===== src/rtl/icache_sa_pkg.sv =====
// Shared constants, FSM state type and width helpers for the set-associative I-cache.
// Latency: n/a (declarations only).
// Backpressure: n/a.
package icache_sa_pkg;

  // Default geometry; module parameters fall back to these.
  localparam int ICACHE_WAYS        = 2;
  localparam int ICACHE_SETS        = 16;
  localparam int ICACHE_BLOCK_BYTES = 16;
  localparam int ICACHE_ADDR_BITS   = 17;

  // Miss FSM states.
  typedef enum logic {
    ST_IDLE   = 1'b0,
    ST_REFILL = 1'b1
  } state_t;

  // Tree PLRU needs WAYS-1 bits; a direct-mapped cache keeps one unused bit
  // so the storage declarations stay legal.
  function automatic int plru_bits(input int ways);
    return (ways > 1) ? ways - 1 : 1;
  endfunction

  function automatic int way_bits(input int ways);
    return (ways > 1) ? $clog2(ways) : 1;
  endfunction

endpackage


===== src/rtl/icache_sa_plru.sv =====
// Tree pseudo-LRU mapping for one set: PLRU bits -> victim way, and
// (PLRU bits, accessed way) -> next PLRU bits. Purely combinational, 0 cycles.
// Backpressure: none; the caller decides when the next bits are written.
// Ports: cur_bits (set's PLRU bits), access_way (way being touched),
//        victim (way to replace), bits_next (bits after touching access_way).
module icache_sa_plru
  import icache_sa_pkg::*;
#(
  parameter  int WAYS = ICACHE_WAYS,
  localparam int PW   = plru_bits(WAYS),
  localparam int WW   = way_bits(WAYS)
) (
  input  logic [PW-1:0] cur_bits,
  input  logic [WW-1:0] access_way,
  output logic [WW-1:0] victim,
  output logic [PW-1:0] bits_next
);

  // Each bit points toward the less recently used half of its subtree.
  if (WAYS == 4) begin : g_four
    // bit0 = root (0: pair 0/1, 1: pair 2/3), bit1 = pair 0/1, bit2 = pair 2/3.
    always_comb begin
      victim    = cur_bits[0] ? (cur_bits[2] ? 2'd3 : 2'd2)
                              : (cur_bits[1] ? 2'd1 : 2'd0);
      bits_next = cur_bits;
      bits_next[0] = ~access_way[1];
      if (access_way[1]) bits_next[2] = ~access_way[0];
      else               bits_next[1] = ~access_way[0];
    end
  end else if (WAYS == 2) begin : g_two
    assign victim    = cur_bits;
    assign bits_next = ~access_way;
  end else begin : g_one
    assign victim    = '0;
    assign bits_next = '0;
  end

endmodule


===== src/rtl/icache_sa.sv =====
// Set-associative instruction cache with tree-PLRU refill and its own miss FSM.
// Latency: hits return in the request cycle; a miss costs memory latency + 1 cycle.
// Backpressure: rdy_in low freezes all state; fetch is held until inst_valid; one refill outstanding.
// Ports: fetch_valid/fetch_addr -> inst_valid/inst_out (fetch side), busy (FSM not idle),
//        flush (invalidate all), mem_req/mem_addr -> mem_done/mem_block (refill handshake).
module icache_sa
  import icache_sa_pkg::*;
#(
  parameter int WAYS        = ICACHE_WAYS,
  parameter int SETS        = ICACHE_SETS,
  parameter int BLOCK_BYTES = ICACHE_BLOCK_BYTES,
  parameter int ADDR_BITS   = ICACHE_ADDR_BITS
) (
  input  logic                     clk_in,
  input  logic                     rst_in,
  input  logic                     rdy_in,
  input  logic                     fetch_valid,
  input  logic [31:0]              fetch_addr,
  output logic                     inst_valid,
  output logic [31:0]              inst_out,
  output logic                     busy,
  input  logic                     flush,
  output logic                     mem_req,
  output logic [31:0]              mem_addr,
  input  logic                     mem_done,
  input  logic [BLOCK_BYTES*8-1:0] mem_block
);

  localparam int OFF_W  = $clog2(BLOCK_BYTES);
  localparam int IDX_W  = $clog2(SETS);
  localparam int TAG_W  = ADDR_BITS - IDX_W - OFF_W;
  localparam int LINE_W = BLOCK_BYTES * 8;
  localparam int PW     = plru_bits(WAYS);
  localparam int WW     = way_bits(WAYS);

  logic              valid  [WAYS][SETS];
  logic [TAG_W-1:0]  tag_q  [WAYS][SETS];
  logic [LINE_W-1:0] data_q [WAYS][SETS];
  logic [PW-1:0]     plru_q [SETS];

  state_t state;
  logic   poison;

  // Fetch-side and refill-side address fields.
  logic [OFF_W-1:0] f_off;
  logic [IDX_W-1:0] f_idx, r_idx, p_idx;
  logic [TAG_W-1:0] f_tag, r_tag;

  assign f_off = fetch_addr[OFF_W-1:0];
  assign f_idx = fetch_addr[OFF_W +: IDX_W];
  assign f_tag = fetch_addr[ADDR_BITS-1 -: TAG_W];
  assign r_idx = mem_addr[OFF_W +: IDX_W];
  assign r_tag = mem_addr[ADDR_BITS-1 -: TAG_W];

  // Lookup.
  logic              hit;
  logic [WW-1:0]     hit_way;
  logic [LINE_W-1:0] hit_line;

  always_comb begin
    hit      = 1'b0;
    hit_way  = '0;
    hit_line = '0;
    for (int w = 0; w < WAYS; w++) begin
      if (valid[w][f_idx] && tag_q[w][f_idx] == f_tag) begin
        hit      = 1'b1;
        hit_way  = WW'(w);
        hit_line = data_q[w][f_idx];
      end
    end
  end

  logic [OFF_W+2:0] bit_off;
  assign bit_off    = {f_off, 3'b000};
  assign inst_out   = hit ? hit_line[bit_off +: 32] : 32'h0;
  assign inst_valid = fetch_valid && hit && rdy_in && (state == ST_IDLE) && !flush;
  assign busy       = (state != ST_IDLE);

  // Victim: lowest invalid way of the refill set, else the PLRU choice.
  logic          inv_found;
  logic [WW-1:0] inv_way, plru_victim, fill_way, acc_way;
  logic [PW-1:0] plru_next;

  always_comb begin
    inv_found = 1'b0;
    inv_way   = '0;
    for (int w = WAYS - 1; w >= 0; w--) begin
      if (!valid[w][r_idx]) begin
        inv_found = 1'b1;
        inv_way   = WW'(w);
      end
    end
  end

  // Hits only happen in IDLE and installs only in REFILL, so one PLRU
  // instance serves both: its set and accessed way follow the FSM state.
  assign p_idx    = (state == ST_REFILL) ? r_idx : f_idx;
  assign fill_way = inv_found ? inv_way : plru_victim;
  assign acc_way  = (state == ST_REFILL) ? fill_way : hit_way;

  icache_sa_plru #(.WAYS(WAYS)) u_plru (
    .cur_bits   (plru_q[p_idx]),
    .access_way (acc_way),
    .victim     (plru_victim),
    .bits_next  (plru_next)
  );

  // A flush sampled with mem_done, or any time earlier in the refill, drops the line.
  logic install;
  assign install = !rst_in && rdy_in && (state == ST_REFILL) && mem_done && !poison && !flush;

  always_ff @(posedge clk_in) begin
    if (rst_in) begin
      state    <= ST_IDLE;
      mem_req  <= 1'b0;
      mem_addr <= '0;
      poison   <= 1'b0;
      for (int w = 0; w < WAYS; w++)
        for (int s = 0; s < SETS; s++) valid[w][s] <= 1'b0;
      for (int s = 0; s < SETS; s++) plru_q[s] <= '0;
    end else if (rdy_in) begin
      case (state)
        ST_IDLE: begin
          if (fetch_valid && !hit && !flush) begin
            state    <= ST_REFILL;
            mem_req  <= 1'b1;
            mem_addr <= {fetch_addr[31:OFF_W], {OFF_W{1'b0}}};
            poison   <= 1'b0;
          end
        end
        ST_REFILL: begin
          if (mem_done) begin
            state   <= ST_IDLE;
            mem_req <= 1'b0;
            poison  <= 1'b0;
          end else if (flush) begin
            poison <= 1'b1;
          end
        end
      endcase
      if (install) valid[fill_way][r_idx] <= 1'b1;
      if (install || inst_valid) plru_q[p_idx] <= plru_next;
      // Flush wins over an install or PLRU touch on the same edge.
      if (flush) begin
        for (int w = 0; w < WAYS; w++)
          for (int s = 0; s < SETS; s++) valid[w][s] <= 1'b0;
        for (int s = 0; s < SETS; s++) plru_q[s] <= '0;
      end
    end
  end

  // Tag and data arrays carry no reset; valid bits qualify them.
  always_ff @(posedge clk_in) begin
    if (install) begin
      tag_q[fill_way][r_idx]  <= r_tag;
      data_q[fill_way][r_idx] <= mem_block;
    end
  end

endmodule


===== config.mk =====
export PLATFORM = sky130hd
export DESIGN_NAME = icache_sa
export DESIGN_NICKNAME = d
export VERILOG_FILES = /design/src/rtl/icache_sa_pkg.sv /design/src/rtl/icache_sa_plru.sv /design/src/rtl/icache_sa.sv
export SDC_FILE = /design/constraint.sdc
export NUM_CORES = 2
export LEC_CHECK = 0
export ABC_AREA = 0
export ABC_CLOCK_PERIOD_IN_PS = 20500
export BUFFER_PORTS_ARGS = -buffer_cell sky130_fd_sc_hd__buf_2
export CAP_MARGIN = 5
export CORE_ASPECT_RATIO = 0.75
export CORE_MARGIN = 3
export CORE_UTILIZATION = 25
export CTS_CLUSTER_SIZE = 8
export DETAILED_ROUTE_END_ITERATION = 10
export PLACE_DENSITY = 0.44
export SLEW_MARGIN = 20
export SYNTH_ARGS = -nofsm -noshare
export SYNTH_HDL_FRONTEND = slang
export SYNTH_MEMORY_MAX_BITS = 65536
export SYNTH_SLANG_ARGS = --single-unit
export TNS_END_PERCENT = 20

===== constraint.sdc =====
create_clock -name clk_in -period 20.5 [get_ports clk_in]
set_input_delay 1.025 -clock clk_in [delete_from_list [all_inputs] [get_ports clk_in]]
set_output_delay 1.025 -clock clk_in [all_outputs]
set_load 0.005 [all_outputs]

==> flow_summary.toml <==
[outcome]
outcome = "complete, no violations"

[yosys]
synth-edff-count = 4432
yosys.area.top_type_share_pct = 75.4
yosysMostFrequentCell = "edfxtp_1"
synth_area_sq_um = 177000
yosysSeqAreaShare_pct = 75.7
synth.largest_area_cell = "edfxtp_1"
yosys_register_bits = 4463
synth_common_cells = "edfxtp_1, mux4_2, nand2_1, nor2_1, buf_2"
syn_area_per_cell_sq_um = 22.1
synth_cells = 8005
async_reset_ff_share_pct = 0
synthDistinctLibCells = 102
ys_top_cells_by_area = "edfxtp_1, mux4_2, nand2_1"
synth_flop_cell = "edfxtp_1"
yosysWarnings = 0

[sta]
period_needed_ns = 10.31
hold_slack_ns = 0.228
tightest_slew_ns = 1.22
finalHoldViolations = 0
slew-limit-headroom_pct = 18.6
fin_tns_setup_ns = 0
post-route-period-util_pct = 50.3
rsz0062_at_grt = "false"
setup_viol = 0
slew_violations = 0
clock_skew_ns = 0.0875
max_freq_mhz = 97.0

[cts]
htreeDepth = 6
clock_path_buffers = 5
cts_setup_buffers = 0
clock_sinks = 4463
postCtsHoldBufs = 0
cts_root_buffer = "clkbuf_16"
cts_buffers = 660
ctsResizeCount = 0
clock_latency_ns = 1.04
cts_tree = "yes"
clk_pin_slew_ns = 0.05

[floorplanning]
rows = 266
die_x_um = 977
die_area_sq_um = 717000
fp.dieH_um = 734
pin_count = 233
start_util_pct = 25.2
core-area_sq_um = 702000

[detailed_routing]
via_count = 92000
drt_iter0_drc = 12300
totalWireLength_um = 609000
via_per_inst = 5.07
wl_per_cell_um = 33.6
antenna_left = 0
drc = 0
dr.pass1.iters = 6

[power_and_ir_drop]
power.switching_mw = 4.36
p_leak_nw = 62.9
intPower_mw = 16.1
p_seq_share_pct = 49.1
vdd_drop_max_uv = 66.1
clkPwrFrac_pct = 45.9
power_density_nw_per_um2 = 99.1
combPwrFrac_pct = 4.9
sw_frac_of_total_pct = 21.3

[grt]
grt_max_degree = 119
antenna_found_initial = 142
grt_pass1_wl_um = 821000
grt_pass1_vias = 91700
grt_util_all_layers_pct = 16.6
overflow = 0

[min_path]
hp-class = "in -> reg"

[setup_path]
cp-end-kind = "output pin"
critical-path-slowest-cell = "buf_4"
worstPathArrival_ns = 9.28
required_ns = 19.48
slowest_delay_ns = 0.75
path_max_fanout = 88
crit_family = "buffers and inverters"
crit_buf_inv = 10
critPathKind = "in -> out"
crit_top_cell = "buf_4"
worstSetupStartpointType = "input pin"
cp_cell_sequence = "buf_12 > buf_4 > buf_4 > buf_4 > buf_4 > buf_4 > buf_4 > mux4_2 > nand2_1 > nand2_1 > a21oi_1 > inv_1 > a211oi_1 > o221ai_1 > o211ai_1 > o22ai_1 > buf_4 > buf_2"

[placed_design]
port_buffers = 228
hpwl_um = 351000
gp_congestion = 0.921

[finish]
nets = 8826
drive_above_1_share_pct = 30.3
area_delta_synth_final_pct = 17.0

[job]
drv_cap = 0
## cell families after synthesis
logic type,count (synthesis),synth area share [%]
DFF,4463,75.7
muxes,1435,17.5
and+or+nand+nor,831,2.15
AOI/OAI and AO/OA,721,2.83
buffers and inverters,537,1.74
xor gates and xnor gates,17,0.0843
other,1,0.00212
## layout by cell type (no fill, tap or decap), types with 13 or more instances in the layout
cell type	Yosys	routed
a21o_1	15	15
mux2_2	20	20
o32ai_1	14	13
o22ai_1	27	27
inv_1	30	28
dfxtp_1	31	27
a31oi_1	33	33
mux4_2	1313	1313
clkbuf_1	151	37
o221ai_1	20	20
nand2_1	317	315
buf_12	2	26
nand3_1	106	106
edfxtp_1	4432	4432
mux2i_1	97	97
o31ai_1	32	32
a31o_2	17	17
nor3_1	84	83
or3_1	18	18
buf_4	96	242
diode_2	0	39
a22oi_1	17	17
and3_1	28	28
a211oi_1	69	63
nor2_4	3	34
nand2b_1	14	14
o211ai_1	25	25
clkbuf_16	0	669
o21ai_0	124	122
nor2_1	182	150
a21oi_1	156	150
buf_2	171	222
o211a_1	32	32
## final timing paths
check	cells past startpoint	slack, ns	end	from
setup / recovery	18	10.19	inst_out[10]	fetch_addr[4]
hold reg to reg	2	0.45	mem_addr[25]	mem_addr[25]
hold / removal	3	0.23	mem_addr[27]	fetch_addr[27]
setup reg to reg	12	12.35	data_q[1][839]	busy
## layer usage
layer | vias to the layer above | GRT usage [%] | wire length (um)
li1 | 35300 | - | -
met1 | 51400 | 24.4 | 276000
met2 | 4282 | 24.8 | 270000
met3 | 1016 | 3.72 | 47400
met4 | 36 | 4.05 | 15100
met5 | - | 0 | 210
## tightest hold or removal path, stage by stage
cell and delay, ns:
buf_2 0.10, nand2_1 0.05, a21oi_1 0.05
## flip-flops by register name, summed over array words and instances (netlist names)
| name | flops |
|---|---|
| plru_q | 16 |
| tag_q | 288 |
| busy | 1 |
| data_q | 4096 |
| mem_req | 1 |
| valid | 32 |
| mem_addr | 28 |
| poison | 1 |
## power groups by stage
stage	Combinational (mW)	Sequential, mW	Clock, mW
floorplan	0.544	10.2	0
global placement	1.00	10.2	0
detailed placement	1.02	10.2	0
CTS	1.02	10.1	9.63
global route	1.06	10.0	10.0
finish	1.01	10.1	9.40
## metrics by stage
step	std cells	util [%]	worst slack, ns	instance area [sq um]	total power, mW
finish	18100	29.4	10.19	207000	20.5
global route	18100	29.4	9.58	207000	21.1
floorplan	8008	-	2.93	177000	10.8
CTS	18100	29.4	10.02	207000	20.7
detailed placement	17400	27.0	10.03	189000	11.2
global placement	17400	27.0	9.65	189000	11.2
## final cells by class
type,count,area [sq um]
Fill cell,67700,495000
Sequential cell,4463,134000
Multi-Input combinational cell,3008,40300
Clock buffer,706,16900
Tap cell,9380,11700
Timing Repair Buffer,495,3510
Clock inverter,19,225
Inverter,32,133
Antenna cell,39,97.6
Note: power is estimated with default switching activity, not from simulation.
